==> src/rtl/display_scanner.sv <==
// ============================================================================
// display_scanner
// ----------------------------------------------------------------------------
// Time-multiplexed scan controller that sits directly upstream of the shared
// hex-to-seven-segment decoder.
//
// A packed multi-digit hex value is accepted over a valid/ready handshake into
// a shadow register. The shadow is copied into the display register only at a
// scan-frame boundary, so a frame is always drawn from one consistent value
// and the display never tears.
//
// On every clock the block presents, registered from the previous cycle's scan
// state:
//   * the 4-bit code of the selected digit and a decoder enable, and
//   * a one-hot digit select for the common-anode/cathode drivers.
//
// Parameters
//   DIGITS    number of multiplexed digits (1..8)
//   PRESCALE  clock cycles per digit slot (>= 2)
//
// Ports
//   clk         in   system clock, all state on the rising edge
//   reset       in   asynchronous, active-high reset
//   value       in   4*DIGITS packed hex digits, digit 0 in bits [3:0]
//   load_valid  in   value is offered this cycle
//   load_ready  out  shadow register is free (transfer on valid & ready)
//   num         out  hex code of the selected digit, to the decoder
//   enable      out  decoder enable, 0 blanks the segments
//   digit_sel   out  one-hot, active-high digit select
//   frame_tick  out  one-cycle pulse after each completed scan frame
//
// Build option
//   LEADING_ZERO_BLANK_EN  when defined, leading zero digits (every digit k>0
//                          whose digits k..DIGITS-1 are all zero) are blanked.
//                          Digit 0 is never blanked, so zero shows as "0".
//                          When undefined, every digit is shown.
// ============================================================================
module display_scanner #(
    parameter int DIGITS   = 4,
    parameter int PRESCALE = 50000
) (
    input  logic                  clk,
    input  logic                  reset,
    input  logic [4*DIGITS-1:0]   value,
    input  logic                  load_valid,
    output logic                  load_ready,
    output logic [3:0]            num,
    output logic                  enable,
    output logic [DIGITS-1:0]     digit_sel,
    output logic                  frame_tick
);

    // ------------------------------------------------------------------------
    // Widths and terminal counts
    // ------------------------------------------------------------------------
    localparam int CNT_W = (PRESCALE > 1) ? $clog2(PRESCALE) : 1;
    localparam int IDX_W = (DIGITS > 1) ? $clog2(DIGITS) : 1;

    localparam logic [CNT_W-1:0] CNT_LAST = CNT_W'(PRESCALE - 1);
    localparam logic [IDX_W-1:0] IDX_LAST = IDX_W'(DIGITS - 1);

    // ------------------------------------------------------------------------
    // State registers
    // ------------------------------------------------------------------------
    logic [CNT_W-1:0]    cnt_q,      cnt_d;
    logic [IDX_W-1:0]    idx_q,      idx_d;
    logic [4*DIGITS-1:0] disp_q,     disp_d;
    logic [4*DIGITS-1:0] shadow_q,   shadow_d;
    logic                pending_q,  pending_d;

    // Output registers
    logic [3:0]          num_q,        num_d;
    logic                enable_q,     enable_d;
    logic [DIGITS-1:0]   digit_sel_q,  digit_sel_d;
    logic                frame_tick_q, frame_tick_d;

    // ------------------------------------------------------------------------
    // Combinational helpers
    // ------------------------------------------------------------------------
    logic                cnt_wrap;
    logic                boundary;
    logic                xfer;
    logic                commit;
    logic                blank_cur;

    logic [3:0]          digit_w [DIGITS];
    logic [DIGITS-1:0]   blank_w;

    // Split the display register into individual hex digits.
    generate
        for (genvar gi = 0; gi < DIGITS; gi++) begin : g_digit
            assign digit_w[gi] = disp_q[4*gi +: 4];
        end
    endgenerate

    // Per-digit blanking. A digit k>0 is a leading zero when it and every
    // more significant digit are zero. Digit 0 always shows.
`ifdef LEADING_ZERO_BLANK_EN
    generate
        for (genvar gi = 0; gi < DIGITS; gi++) begin : g_blank
            if (gi == 0) begin : g_lsd
                assign blank_w[gi] = 1'b0;
            end else begin : g_upper
                assign blank_w[gi] = (disp_q[4*DIGITS-1 : 4*gi] == '0);
            end
        end
    endgenerate
`else
    assign blank_w = '0;
`endif

    // ------------------------------------------------------------------------
    // Next-state and next-output logic
    // ------------------------------------------------------------------------
    always_comb begin
        // Scan position
        cnt_wrap = (cnt_q == CNT_LAST);
        boundary = cnt_wrap && (idx_q == IDX_LAST);

        // A transfer can only happen while the shadow is free, and a commit
        // only while it is occupied, so the two never coincide.
        xfer     = load_valid && !pending_q;
        commit   = boundary && pending_q;

        // Prescale counter and digit index
        cnt_d = cnt_wrap ? '0 : cnt_q + CNT_W'(1);
        idx_d = idx_q;
        if (cnt_wrap) begin
            idx_d = (idx_q == IDX_LAST) ? '0 : idx_q + IDX_W'(1);
        end

        // Shadow / display / pending handshake
        shadow_d  = shadow_q;
        disp_d    = disp_q;
        pending_d = pending_q;
        if (commit) begin
            disp_d    = shadow_q;
            pending_d = 1'b0;
        end else if (xfer) begin
            shadow_d  = value;
            pending_d = 1'b1;
        end

        // Digit mux and one-hot select for the current index
        num_d       = '0;
        digit_sel_d = '0;
        blank_cur   = 1'b0;
        for (int k = 0; k < DIGITS; k++) begin
            if (idx_q == IDX_W'(k)) begin
                num_d          = digit_w[k];
                digit_sel_d[k] = 1'b1;
                blank_cur      = blank_w[k];
            end
        end

        // The first cycle of every slot is dark so the previous digit's
        // segments never ghost onto the newly selected driver.
        enable_d     = (cnt_q != '0) && !blank_cur;
        frame_tick_d = boundary;
    end

    // ------------------------------------------------------------------------
    // Registers
    // ------------------------------------------------------------------------
    always_ff @(posedge clk or posedge reset) begin
        if (reset) begin
            cnt_q        <= '0;
            idx_q        <= '0;
            disp_q       <= '0;
            shadow_q     <= '0;
            pending_q    <= 1'b0;
            num_q        <= '0;
            enable_q     <= 1'b0;
            digit_sel_q  <= '0;
            frame_tick_q <= 1'b0;
        end else begin
            cnt_q        <= cnt_d;
            idx_q        <= idx_d;
            disp_q       <= disp_d;
            shadow_q     <= shadow_d;
            pending_q    <= pending_d;
            num_q        <= num_d;
            enable_q     <= enable_d;
            digit_sel_q  <= digit_sel_d;
            frame_tick_q <= frame_tick_d;
        end
    end

    // ------------------------------------------------------------------------
    // Outputs
    // ------------------------------------------------------------------------
    // Ready comes straight from the pending flop, so it is glitch-free and
    // reads 1 while reset is held.
    assign load_ready = ~pending_q;
    assign num        = num_q;
    assign enable     = enable_q;
    assign digit_sel  = digit_sel_q;
    assign frame_tick = frame_tick_q;

endmodule

==> config.mk <==
export PLATFORM = sky130hd
export DESIGN_NAME = display_scanner
export DESIGN_NICKNAME = d
export VERILOG_FILES = /design/src/rtl/display_scanner.sv
export SDC_FILE = /design/constraint.sdc
export NUM_CORES = 1
export LEC_CHECK = 0
export CAP_MARGIN = 20
export CORE_MARGIN = 3
export CORE_UTILIZATION = 50
export DETAILED_ROUTE_END_ITERATION = 10
export GPL_ROUTABILITY_DRIVEN = 0
export PLACE_DENSITY = 0.72
export SYNTH_ARGS = -nofsm -noshare
export SYNTH_HDL_FRONTEND = slang
export SYNTH_SLANG_ARGS = --single-unit
==> constraint.sdc <==
create_clock -name clk -period 2.19 [get_ports clk]
set_input_delay 0.5475 -clock clk [delete_from_list [all_inputs] [get_ports clk]]
set_output_delay 0.5475 -clock clk [all_outputs]
set_load 0.01 [all_outputs]
# Word-level counts from Yosys, hierarchy flattened
# Cells that the tools add are included.
# op_classes
n_eq_ne,4
n_addsub,2
bitwise,2
n_mux,12
n_reduce_logical,8
n_lt_le_gt_ge,0
n_shift,0
mul,0
div,0
# op_table
operator,n
16-bit by 1-bit adder with 16-bit output (second input constant),1
16-bit == test (second input constant),1
16-bit 2-to-1 mux,1
4-bit 2-to-1 mux,4
16-bit nonzero test,1
1-bit 2-to-1 mux,6
2-bit == test (second input constant),2
1-bit logical AND,3
2-bit by 1-bit adder with 2-bit output (second input constant),1
2-bit by 1-bit == test with 1-bit output (second input constant),1
2-bit zero test,1
2-bit 2-to-1 mux,1
1-bit NOT,2
2-bit AND reduction,1
2-bit nonzero test,1
1-bit zero test,1
# word_totals
romBits,0
inputBits,19
latch_bits,0
ramBits,0
ff_bits,61
elab_cells,37
out_inout_bits,11
memories,0

# Depth between registers and ports, before layout
# Gate-level depths: netlist (run 1).
# logic_depth
word_depth,5
mapped_depth,6
mapped_depth_nobuf,6

# Worst setup path after synthesis (run 1)
# OpenSTA, ideal clock, no wires.
# synth_path
path_kind,flip-flop to flip-flop
from,register cnt_q[0]
to,register disp_q[0]
stages_incl_launch_ff,7
n_path_buf,1
required_time_ns,2.065
arrival_ns,1.813
path_slack_ns,0.252
synth_period_minus_slack_ns,1.938
setup_ns,0.125
path_cell_list,dfrtp_1 ha_1 and4_1 nand4_4 nor3_4 buf_12 mux2_4
# synth_via
elab_chain_len,3
# synth_rtl
item,line_no,text
from (decl),65,"logic [CNT_W-1:0] cnt_q, cnt_d;"
from (signal assigned),177,cnt_q <= cnt_d;
16-bit == test,117,cnt_wrap = (cnt_q == CNT_LAST);
1-bit logical AND,118,boundary = cnt_wrap && (idx_q == IDX_LAST);
1-bit logical AND,123,commit = boundary && pending_q;
to (signal assigned),179,disp_q <= disp_d;
to (decl),67,"logic [4*DIGITS-1:0] disp_q, disp_d;"
# Every way passes these cells.
# A chain may end at the register's enable or synchronous reset.

# Worst setup path in the final report (run 1)
# layout_path
from,register pending_q
to,output port load_ready
# layout_via
elab_chain_len,1
# layout_rtl
item,line_no,text
from (decl),69,"logic pending_q, pending_d;"
from (signal assigned),181,pending_q <= pending_d;
1-bit NOT,194,assign load_ready = ~pending_q;
to (decl),46,"output logic load_ready,"
# Every way passes these cells.

==> impl_metrics.env, run 1 <==
export IMPL_avgViaCountPerCell=5.152
export IMPL_power_leakage_nw=1.458
export IMPL_drive_above_1_share_pct=25.70
export IMPL_vias=1628
export IMPL_power_density_nw_per_um2=686.0
export IMPL_path_cells="inv_1 > clkdlybuf4s50_1"
export IMPL_hold_buffers=0
export IMPL_seq_area_frac_synth_pct=57.90
export IMPL_synth_fp_nets=227
export IMPL_maxCapViolations=0
export IMPL_dp_cells=300
export IMPL_io_pins=30
export IMPL_grt_ovfl_total=0
export IMPL_coreArea_sq_um=4911
export IMPL_finish_instance_area_sq_um=3262
export IMPL_netlist_instances=202
export IMPL_grt_max_degree=24
export IMPL_die_y_microns=78.61
export IMPL_cts_resized=0
export IMPL_dp_hpwl_microns=3324
export IMPL_ant_nets=0
export IMPL_antenna_found_initial=0
export IMPL_die_x_microns=78.61
export IMPL_synth_area_sq_um=2636
export IMPL_cts_sinks=61
export IMPL_arrival_ns=1.44
export IMPL_cts_tree="done"
export IMPL_nets=269
export IMPL_max_slew_margin_pct=66.78
export IMPL_syn_area_per_cell_sq_um=13.05
export IMPL_p_total_mw=2.238
export IMPL_finalHoldViolCount=0
export IMPL_row_count=25
export IMPL_grtUsageTotal_pct=17.06
export IMPL_first_global_vias=1696
export IMPL_post_cts_buffers=0
export IMPL_worst_setup_path_type="register to output pin"
export IMPL_ir_drop_mv=0.5079
export IMPL_clock_path_buffers=2
export IMPL_yosysTopAreaCell="dfrtp_1"
export IMPL_fmax_mhz=503.5
export IMPL_clock_skew_ns=0.006977
export IMPL_cts_root_buffer="clkbuf_8"
export IMPL_cp_required_ns=1.64
export IMPL_drt_wl_total_microns=4552
export IMPL_crit_slowest_cell="clkdlybuf4s50_1"
export IMPL_startpoint_type="register"
export IMPL_placed_area_sq_um=3069
export IMPL_dieArea_sq_um=6180
export IMPL_reg2reg_slack_ns=0.29
export IMPL_grt_setup_unrepaired="no"
export IMPL_clkTransAtPathRegs_ns=0.06
export IMPL_multi_input_area_sq_um=1037
export IMPL_worstMarginPinSlew_ns=0.4976
export IMPL_drc=0
export IMPL_regArea_sq_um=1526
export IMPL_grt_first_pass_wirelength_microns=7838
export IMPL_numCtsBuffers=9
export IMPL_synthTopCellsByArea="dfrtp_1 (58%), mux2_2 (10%), mux2_4 (5.1%)"
export IMPL_area_growth_pct=23.73
export IMPL_clk_latency_ns=0.34
export IMPL_start_util_pct=53.68
export IMPL_first_pass_iters=4
export IMPL_ys_ff_latch=61
export IMPL_worst_hold_path_type="register to register"
export IMPL_critical_path_top_delay_family="buffers and inverters"
export IMPL_period_share_pct=90.70
export IMPL_yosys_warnings=0
export IMPL_setup_violations=0
export IMPL_cp_num_buf_inv=2
export IMPL_netlist_cell_type_count=34
export IMPL_io_buffers=29
export IMPL_finalSetupTns_ns=0
export IMPL_final_max_slew_viol_count=0
export IMPL_layout_min_cycle_time_ns=1.986
export IMPL_max_stage_delay_ns=0.56
export IMPL_final_cells=316
export IMPL_status="finished clean"
export IMPL_yosysTopAreaCellShare_pct=57.90
export IMPL_diodes=0
export IMPL_avgRoutedWirePerCell_microns=14.41
export IMPL_fillCellCount=389
export IMPL_cp_max_fo=3
export IMPL_drt_initial_drc_count=85
export IMPL_h_tree_depth=3
export IMPL_setup_worst_path_end_class="output pin"
## layer usage
| layer | share of wire (%) | track usage, % | wire length, microns | vias up |
|---|---|---|---|---|
| met2 | 50 | 27.42 | 2284 | 43 |
| met4 | 1.4 | 6.818 | 65 | 0 |
| met3 | 5.8 | 6.995 | 263 | 5 |
| li1 | - | - | - | 784 |
| met1 | 43 | 20.30 | 1938 | 796 |
| met5 | 0 | 0 | 0 | - |
## synth_stat cells
| cell type | instances |
|---|---|
| inv_1 | 7 |
| or3_2 | 1 |
| nor4_1 | 1 |
| nor3_4 | 1 |
| and3_1 | 2 |
| mux2_4 | 9 |
| o21ai_0 | 6 |
| buf_12 | 1 |
| mux2_2 | 24 |
| nand2_1 | 12 |
| nor2_1 | 12 |
| and4_1 | 4 |
| and2_2 | 1 |
| nand3_1 | 10 |
| and2_1 | 1 |
| or4_1 | 1 |
| o31ai_1 | 1 |
| clkbuf_2 | 1 |
| buf_2 | 2 |
| nor4b_1 | 1 |
| clkbuf_1 | 2 |
| nor4_4 | 1 |
| nand3b_1 | 4 |
| ha_1 | 6 |
| buf_1 | 1 |
| a21oi_1 | 9 |
| nor2b_1 | 1 |
| nor3_2 | 1 |
| and3_2 | 1 |
| dfrtp_1 | 61 |
| xor2_1 | 8 |
| nand4_4 | 1 |
| xnor2_1 | 4 |
| nand4_1 | 4 |
## logic make-up after synthesis
kind of cell,count (synthesis),share of synthesized area [%]
AOI/OAI and AO/OA,16,3.132
xor gates and xnor gates,12,3.987
adders and majority gates,6,2.848
buffers and inverters,14,2.753
DFF,61,57.90
muxes,33,15.38
and+or+nand+nor,60,14.00
## path summary, 6_finish.rpt
kind / start / endpoint / cells past startpoint
min reg2reg: disp_q[13]$_DFFE_PP0P_ / num[1]$_DFF_PP0_ / 2
min in group asynchronous: reset / disp_q[14]$_DFFE_PP0P_ / 2
max in group asynchronous: reset / shadow_q[4]$_DFFE_PP0P_ / 3
max: pending_q$_DFFE_PP0P_ / load_ready / 2
min: disp_q[13]$_DFFE_PP0P_ / num[1]$_DFF_PP0_ / 2
max reg2reg: cnt_q[0]$_DFF_PP0_ / disp_q[11]$_DFFE_PP0P_ / 6
## cell type report
class / count / area share [%]
inverter: 7 / 0.8055
sequential: 61 / 46.80
clock buffer: 12 / 4.450
timing repair buffer: 38 / 12.12
tap: 67 / 2.570
multi-input combinational: 127 / 31.80
clock inverter: 4 / 1.458
## placed cells by master, fill, tap and decap left out, types with 6 or more instances in the layout
cell type / count
a21oi_1: 9
buf_4: 6
clkbuf_8: 10
clkdlybuf4s50_1: 29
dfrtp_1: 61
ha_1: 6
inv_1: 6
mux2_2: 24
mux2_4: 9
nand2_1: 12
nand3_1: 10
nor2_1: 12
o21ai_0: 6
xor2_1: 8
## worst min-delay path: cells and delay by family, from the launching register on
family / cells / cell delay [ns]
simple gates: 1 / 0.05
compound gates: 1 / 0.06
flops: 1 / 0.35
## flip-flops by register name, indices dropped and copies added, names as in the netlist
register	flops
frame_tick	1
enable	1
idx_q	2
shadow_q	16
pending_q	1
disp_q	16
num	4
cnt_q	16
digit_sel	4
## power by group
group | switching (mW) | leakage (nW) | internal [mW]
registers | 0.0179 | 0.797 | 1.16
clock network | 0.413 | 0.0964 | 0.553
logic | 0.0335 | 0.565 | 0.0590
total | 0.464 | 1.46 | 1.77
## metrics by stage
| step | hold WS (ns) | setup slack [ns] | util, % |
|---|---|---|---|
| 3_3_place_gp | 0.4653 | 0.2923 | 62.50 |
| 3_5_place_dp | 0.4729 | 0.2791 | 62.50 |
| 5_1_grt | 0.5272 | 0.1586 | 66.42 |
| 2_1_floorplan | 0.4460 | 0.1295 | - |
| 4_1_cts | 0.4911 | 0.1889 | 66.42 |
| 6_report | 0.4879 | 0.2038 | 66.42 |
(Power assumes the default switching activity.)
==> run 2: changes to the inputs <==
- CORE_UTILIZATION: 50 -> 55
- PLACE_DENSITY: 0.72 -> 0.78
==> run 2 against run 1 <==
Effect of this change: critical path depth is the same; cell count shrank 5.4%; clock skew is essentially flat; critical endpoint unchanged; highest routed layer unchanged.
==> impl_metrics.env, run 2 (same netlist as run 1, synthesis figures left out) <==
export IMPL_status="finished clean"
export IMPL_arrival_ns=1.44
export IMPL_rr_endpoint="disp_q[9]$_DFFE_PP0P_"
export IMPL_ir_drop_mv=0.5810
export IMPL_p_total_mw=2.136
export IMPL_row_count=24
export IMPL_worstMarginPinSlew_ns=0.3184
export IMPL_fillCellCount=323
export IMPL_cp_max_fo=3
export IMPL_grt_setup_unrepaired="no"
export IMPL_post_cts_buffers=0
export IMPL_worst_setup_path_type="register to output pin"
export IMPL_min_delay_start="disp_q[14]$_DFFE_PP0P_"
export IMPL_numCtsBuffers=9
export IMPL_drt_wl_total_microns=4444
export IMPL_rr_worst_depth=6
export IMPL_drt_initial_drc_count=77
export IMPL_first_pass_iters=4
export IMPL_final_max_slew_viol_count=0
export IMPL_hold_end="num[2]$_DFF_PP0_"
export IMPL_top_regs="cnt_q: 16 flops, disp_q: 16 flops, shadow_q: 16 flops"
export IMPL_maxCapViolations=0
export IMPL_critPathLaunch="pending_q$_DFFE_PP0P_"
export IMPL_drive_above_1_share_pct=25.91
export IMPL_period_share_pct=90.84
export IMPL_die_x_microns=75.24
export IMPL_fmax_mhz=502.7
export IMPL_avgViaCountPerCell=5.441
export IMPL_die_y_microns=75.24
export IMPL_layout_commonest_cell="dfrtp_1"
export IMPL_nets=267
export IMPL_ant_nets=0
export IMPL_cts_tree="done"
export IMPL_clock_skew_ns=0.006928
export IMPL_cp_required_ns=1.64
export IMPL_dieArea_sq_um=5660
export IMPL_antenna_found_initial=0
export IMPL_startpoint_type="register"
export IMPL_cts_root_buffer="clkbuf_8"
export IMPL_grt_first_pass_wirelength_microns=7500
export IMPL_clock_path_buffers=2
export IMPL_finalHoldViolCount=0
export IMPL_drc=0
export IMPL_power_leakage_nw=1.440
export IMPL_avgRoutedWirePerCell_microns=14.86
export IMPL_vias=1627
export IMPL_max_slew_margin_pct=78.62
export IMPL_min_path_cells=2
export IMPL_grt_max_degree=62
export IMPL_coreArea_sq_um=4504
export IMPL_io_buffers=29
export IMPL_cts_resized=0
export IMPL_setup_violations=0
export IMPL_start_util_pct=58.53
export IMPL_reg2reg_from="cnt_q[0]$_DFF_PP0_"
export IMPL_first_global_vias=1588
export IMPL_finalSetupTns_ns=0
export IMPL_setup_worst_path_end_class="output pin"
export IMPL_reg2reg_slack_ns=0.28
export IMPL_hold_buffers=0
export IMPL_area_growth_pct=21.83
export IMPL_diodes=0
export IMPL_dp_hpwl_microns=3127
export IMPL_grt_ovfl_total=0
export IMPL_clkTransAtPathRegs_ns=0.07
export IMPL_cts_sinks=61
export IMPL_io_pins=30
export IMPL_final_cell_mix="dfrtp_1 (61), clkdlybuf4s50_1 (29), mux2_2 (24), nand2_1 (12), nor2_1 (12)"
export IMPL_grtUsageTotal_pct=18.52
export IMPL_clk_latency_ns=0.34
export IMPL_worst_hold_path_type="register to register"
export IMPL_h_tree_depth=3
export IMPL_power_density_nw_per_um2=664.9
export IMPL_layout_min_cycle_time_ns=1.989
[run 2: changes by cell type in the layout (fill, tap and decap cells not counted)]
cell / delta
buf_4: -2
clkbuf_1: -2
bufinv_16: -1
clkinv_2: +1
clkinv_4: +1
clkinvlp_4: +1
[run 2: power breakdown]
group,internal (mW),switching [mW],total (mW)
Clock,0.436,0.431,0.867
Sequential,1.16,0.0175,1.18
Combinational,0.0571,0.0328,0.0899
Total,1.65,0.482,2.14
[run 2: worst max-delay path by stage]
| stage | end | slack, ns | depth (start not counted) |
|---|---|---|---|
| after floorplan | cnt_q[0]$_DFF_PP0_ | 0.13 | 1 |
| after global placement | shadow_q[0]$_DFFE_PP0P_ | 0.29 | 4 |
| after detailed placement | shadow_q[6]$_DFFE_PP0P_ | 0.28 | 4 |
| after CTS | load_ready | 0.19 | 2 |
| after global routing | load_ready | 0.14 | 2 |
| final | load_ready | 0.20 | 2 |
[run 2: final cells by class]
| class | count | area [sq um] | area share [%] |
|---|---|---|---|
| repair buffers | 36 | 380.4 | 11.84 |
| clock inverters | 6 | 38.79 | 1.208 |
| clock buffers | 10 | 137.6 | 4.285 |
| inverters | 7 | 26.28 | 0.8181 |
| flip-flops and latches | 61 | 1526 | 47.53 |
| well taps | 52 | 65.06 | 2.026 |
| multi-input cells | 127 | 1037 | 32.29 |
[run 2: worst max-delay path: stages (launching register included)]
cell and delay, ns:
dfrtp_1 0.40, inv_1 0.15, clkdlybuf4s50_1 0.56
[run 2: routing by layer]
layer / track usage, % / share of wire, %
met1: 23.56 / 45
met2: 28.63 / 49
met3: 6.275 / 4.2
met4: 8.738 / 2.1
met5: 0 / 0
[run 2: stage by stage]
step           hold WS (ns)  util, %  cell area [sq um]  std cells  setup slack [ns]
2_1_floorplan        0.4460        -               2636        202            0.1295
3_3_place_gp         0.4715    67.39               3035        283            0.2906
6_report             0.4846    71.31               3212        299            0.2006
4_1_cts              0.4903    71.31               3212        299            0.1886
3_5_place_dp         0.4814    67.39               3035        283            0.2777
5_1_grt              0.5229    71.31               3212        299            0.1393
==> run 3: changes to the inputs <==
- GPL_TIMING_DRIVEN: default -> 0
- SLEW_MARGIN: default -> 10
==> run 3 against run 2 <==
Effect of this change: power up 7.5%; cell count up 1.0%; via count rose by 0.25%; sequential cell count stayed put; first-iteration DRC count increased by 32%; register-to-register slack got worse by 0.16 ns; clock skew shrank 0.0044 ns; non-clock buffer count grew 3; largest power group unchanged; core utilization up 0.92 points; highest routed layer unchanged.
==> impl_metrics.env, run 3 (same netlist as run 1, synthesis figures left out) <==
export IMPL_die_x_microns=75.24
export IMPL_crit_slowest_cell="dfrtp_1"
export IMPL_finish_instance_area_sq_um=3253
export IMPL_cp_required_ns=2.41
export IMPL_dieArea_sq_um=5660
export IMPL_h_tree_depth=3
export IMPL_finalHoldViolCount=0
export IMPL_top_regs="cnt_q: 16 flops, disp_q: 16 flops, shadow_q: 16 flops"
export IMPL_ant_nets=0
export IMPL_period_share_pct=94.44
export IMPL_antenna_found_initial=0
export IMPL_worstMarginPinSlew_ns=0.6266
export IMPL_dp_cells=284
export IMPL_reg2reg_slack_ns=0.12
export IMPL_first_global_vias=1621
export IMPL_status="finished clean"
export IMPL_drive_above_1_share_pct=26.40
export IMPL_drt_initial_drc_count=102
export IMPL_numCtsBuffers=9
export IMPL_clock_path_buffers=2
export IMPL_drc=0
export IMPL_drt_wl_total_microns=4505
export IMPL_max_slew_margin_pct=58.17
export IMPL_path_cells="ha_2 > and4_1 > nand4_4 > nor3_4 > buf_12 > buf_12 > mux2_4"
export IMPL_final_max_slew_viol_count=0
export IMPL_utilization_pct=72.22
export IMPL_diodes=0
export IMPL_dp_hpwl_microns=3076
export IMPL_placed_area_sq_um=3012
export IMPL_setup_violations=0
export IMPL_start_util_pct=58.53
export IMPL_rr_endpoint="disp_q[0]$_DFFE_PP0P_"
export IMPL_io_buffers=29
export IMPL_setup_worst_path_end_class="register"
export IMPL_power_density_nw_per_um2=705.9
export IMPL_io_pins=30
export IMPL_dp_slack_ns=-0.2819
export IMPL_finalWorstSetupSlack_ns=0.1218
export IMPL_grt_ovfl_total=0
export IMPL_final_cells=302
export IMPL_layout_commonest_cell="dfrtp_1"
export IMPL_cts_tree="done"
export IMPL_vias=1631
export IMPL_grtUsageTotal_pct=18.40
export IMPL_die_y_microns=75.24
export IMPL_cp_max_fo=10
export IMPL_fmax_mhz=483.5
export IMPL_area_growth_pct=23.40
export IMPL_grt_max_degree=33
export IMPL_max_stage_delay_ns=0.44
export IMPL_reg2reg_from="cnt_q[0]$_DFF_PP0_"
export IMPL_first_pass_iters=4
export IMPL_power_leakage_nw=1.475
export IMPL_min_delay_start="disp_q[15]$_DFFE_PP0P_"
export IMPL_arrival_ns=2.28
export IMPL_avgViaCountPerCell=5.401
export IMPL_ir_drop_mv=0.4685
export IMPL_grt_first_pass_wirelength_microns=7521
export IMPL_row_count=24
export IMPL_nets=270
export IMPL_clock_skew_ns=0.002527
export IMPL_coreArea_sq_um=4504
export IMPL_worst_setup_path_type="register to register"
export IMPL_layout_min_cycle_time_ns=2.068
export IMPL_cts_sinks=61
export IMPL_startpoint_type="register"
export IMPL_maxCapViolations=0
export IMPL_clk_latency_ns=0.33
export IMPL_crit_top_cell="buf_12"
export IMPL_avgRoutedWirePerCell_microns=14.92
export IMPL_grt_setup_unrepaired="no"
export IMPL_clkTransAtPathRegs_ns=0.06
export IMPL_rr_worst_depth=7
export IMPL_cts_root_buffer="clkbuf_8"
export IMPL_hold_end="num[3]$_DFF_PP0_"
export IMPL_worst_hold_path_type="register to register"
export IMPL_min_path_cells=2
export IMPL_final_cell_mix="dfrtp_1 (61), clkdlybuf4s50_1 (29), mux2_2 (24)"
run 3: report_power, final:
part / switching (mW) / leakage, nW / internal (mW)
registers: 0.0175 / 0.797 / 1.16
clock network: 0.416 / 0.112 / 0.612
logic: 0.0327 / 0.566 / 0.0568
run 3: layer usage:
layer | part of all wire, % | vias up | track usage (%)
met1 | 45 | 792 | 23.78
met4 | 2.7 | 0 | 11.46
met3 | 3.8 | 13 | 5.073
met2 | 48 | 34 | 27.47
met5 | 0 | - | 0
li1 | - | 792 | -
run 3: timing repair:
item / CTS / global route
gates resized for setup: 0 / 3
gates cloned: 0 / 0
pin swaps: 1 / 0
hold buffers: 0 / 0
buffers inserted: 2 / 0
setup endpoints to repair: 9 / 11
run 3: layout make-up:
class	count	area, sq um
multi-input combinational	127	1040
clock inverter	4	45.04
inverter	7	26.28
buffer	7	47.55
timing repair buffer	32	337.8
sequential	61	1526
tap	52	65.06
clock buffer	12	165.2
fill	323	1251
run 3: stage by stage:
step | TNS, ns | hold slack (ns) | total power, mW
2_1_floorplan | 0 | 0.4460 | 1.240
3_3_place_gp | -54.19 | 0.4643 | 1.282
3_5_place_dp | -2.780 | 0.4762 | 1.291
4_1_cts | 0 | 0.4915 | 2.324
5_1_grt | 0 | 0.5165 | 2.381
6_report | 0 | 0.4903 | 2.296
run 3: how the worst max path moves through the flow:
stage | cells past startpoint | endpoint | startpoint
floorplan | 1 | cnt_q[0]$_DFF_PP0_ | reset
global placement | 2 | shadow_q[4]$_DFFE_PP0P_ | reset
detailed placement | 5 | shadow_q[0]$_DFFE_PP0P_ | load_valid
CTS | 5 | shadow_q[3]$_DFFE_PP0P_ | load_valid
global route | 7 | disp_q[0]$_DFFE_PP0P_ | cnt_q[0]$_DFF_PP0_
finish | 7 | disp_q[0]$_DFFE_PP0P_ | cnt_q[0]$_DFF_PP0_
run 3: critical path, delay by kind of cell, from the launching register on:
| family | cells | cell delay, ns |
|---|---|---|
| and+or+nand+nor | 3 | 0.67 |
| buffers and inverters | 2 | 0.29 |
| DFF | 1 | 0.44 |
| muxes | 1 | 0.30 |
| adders and majority gates | 1 | 0.26 |
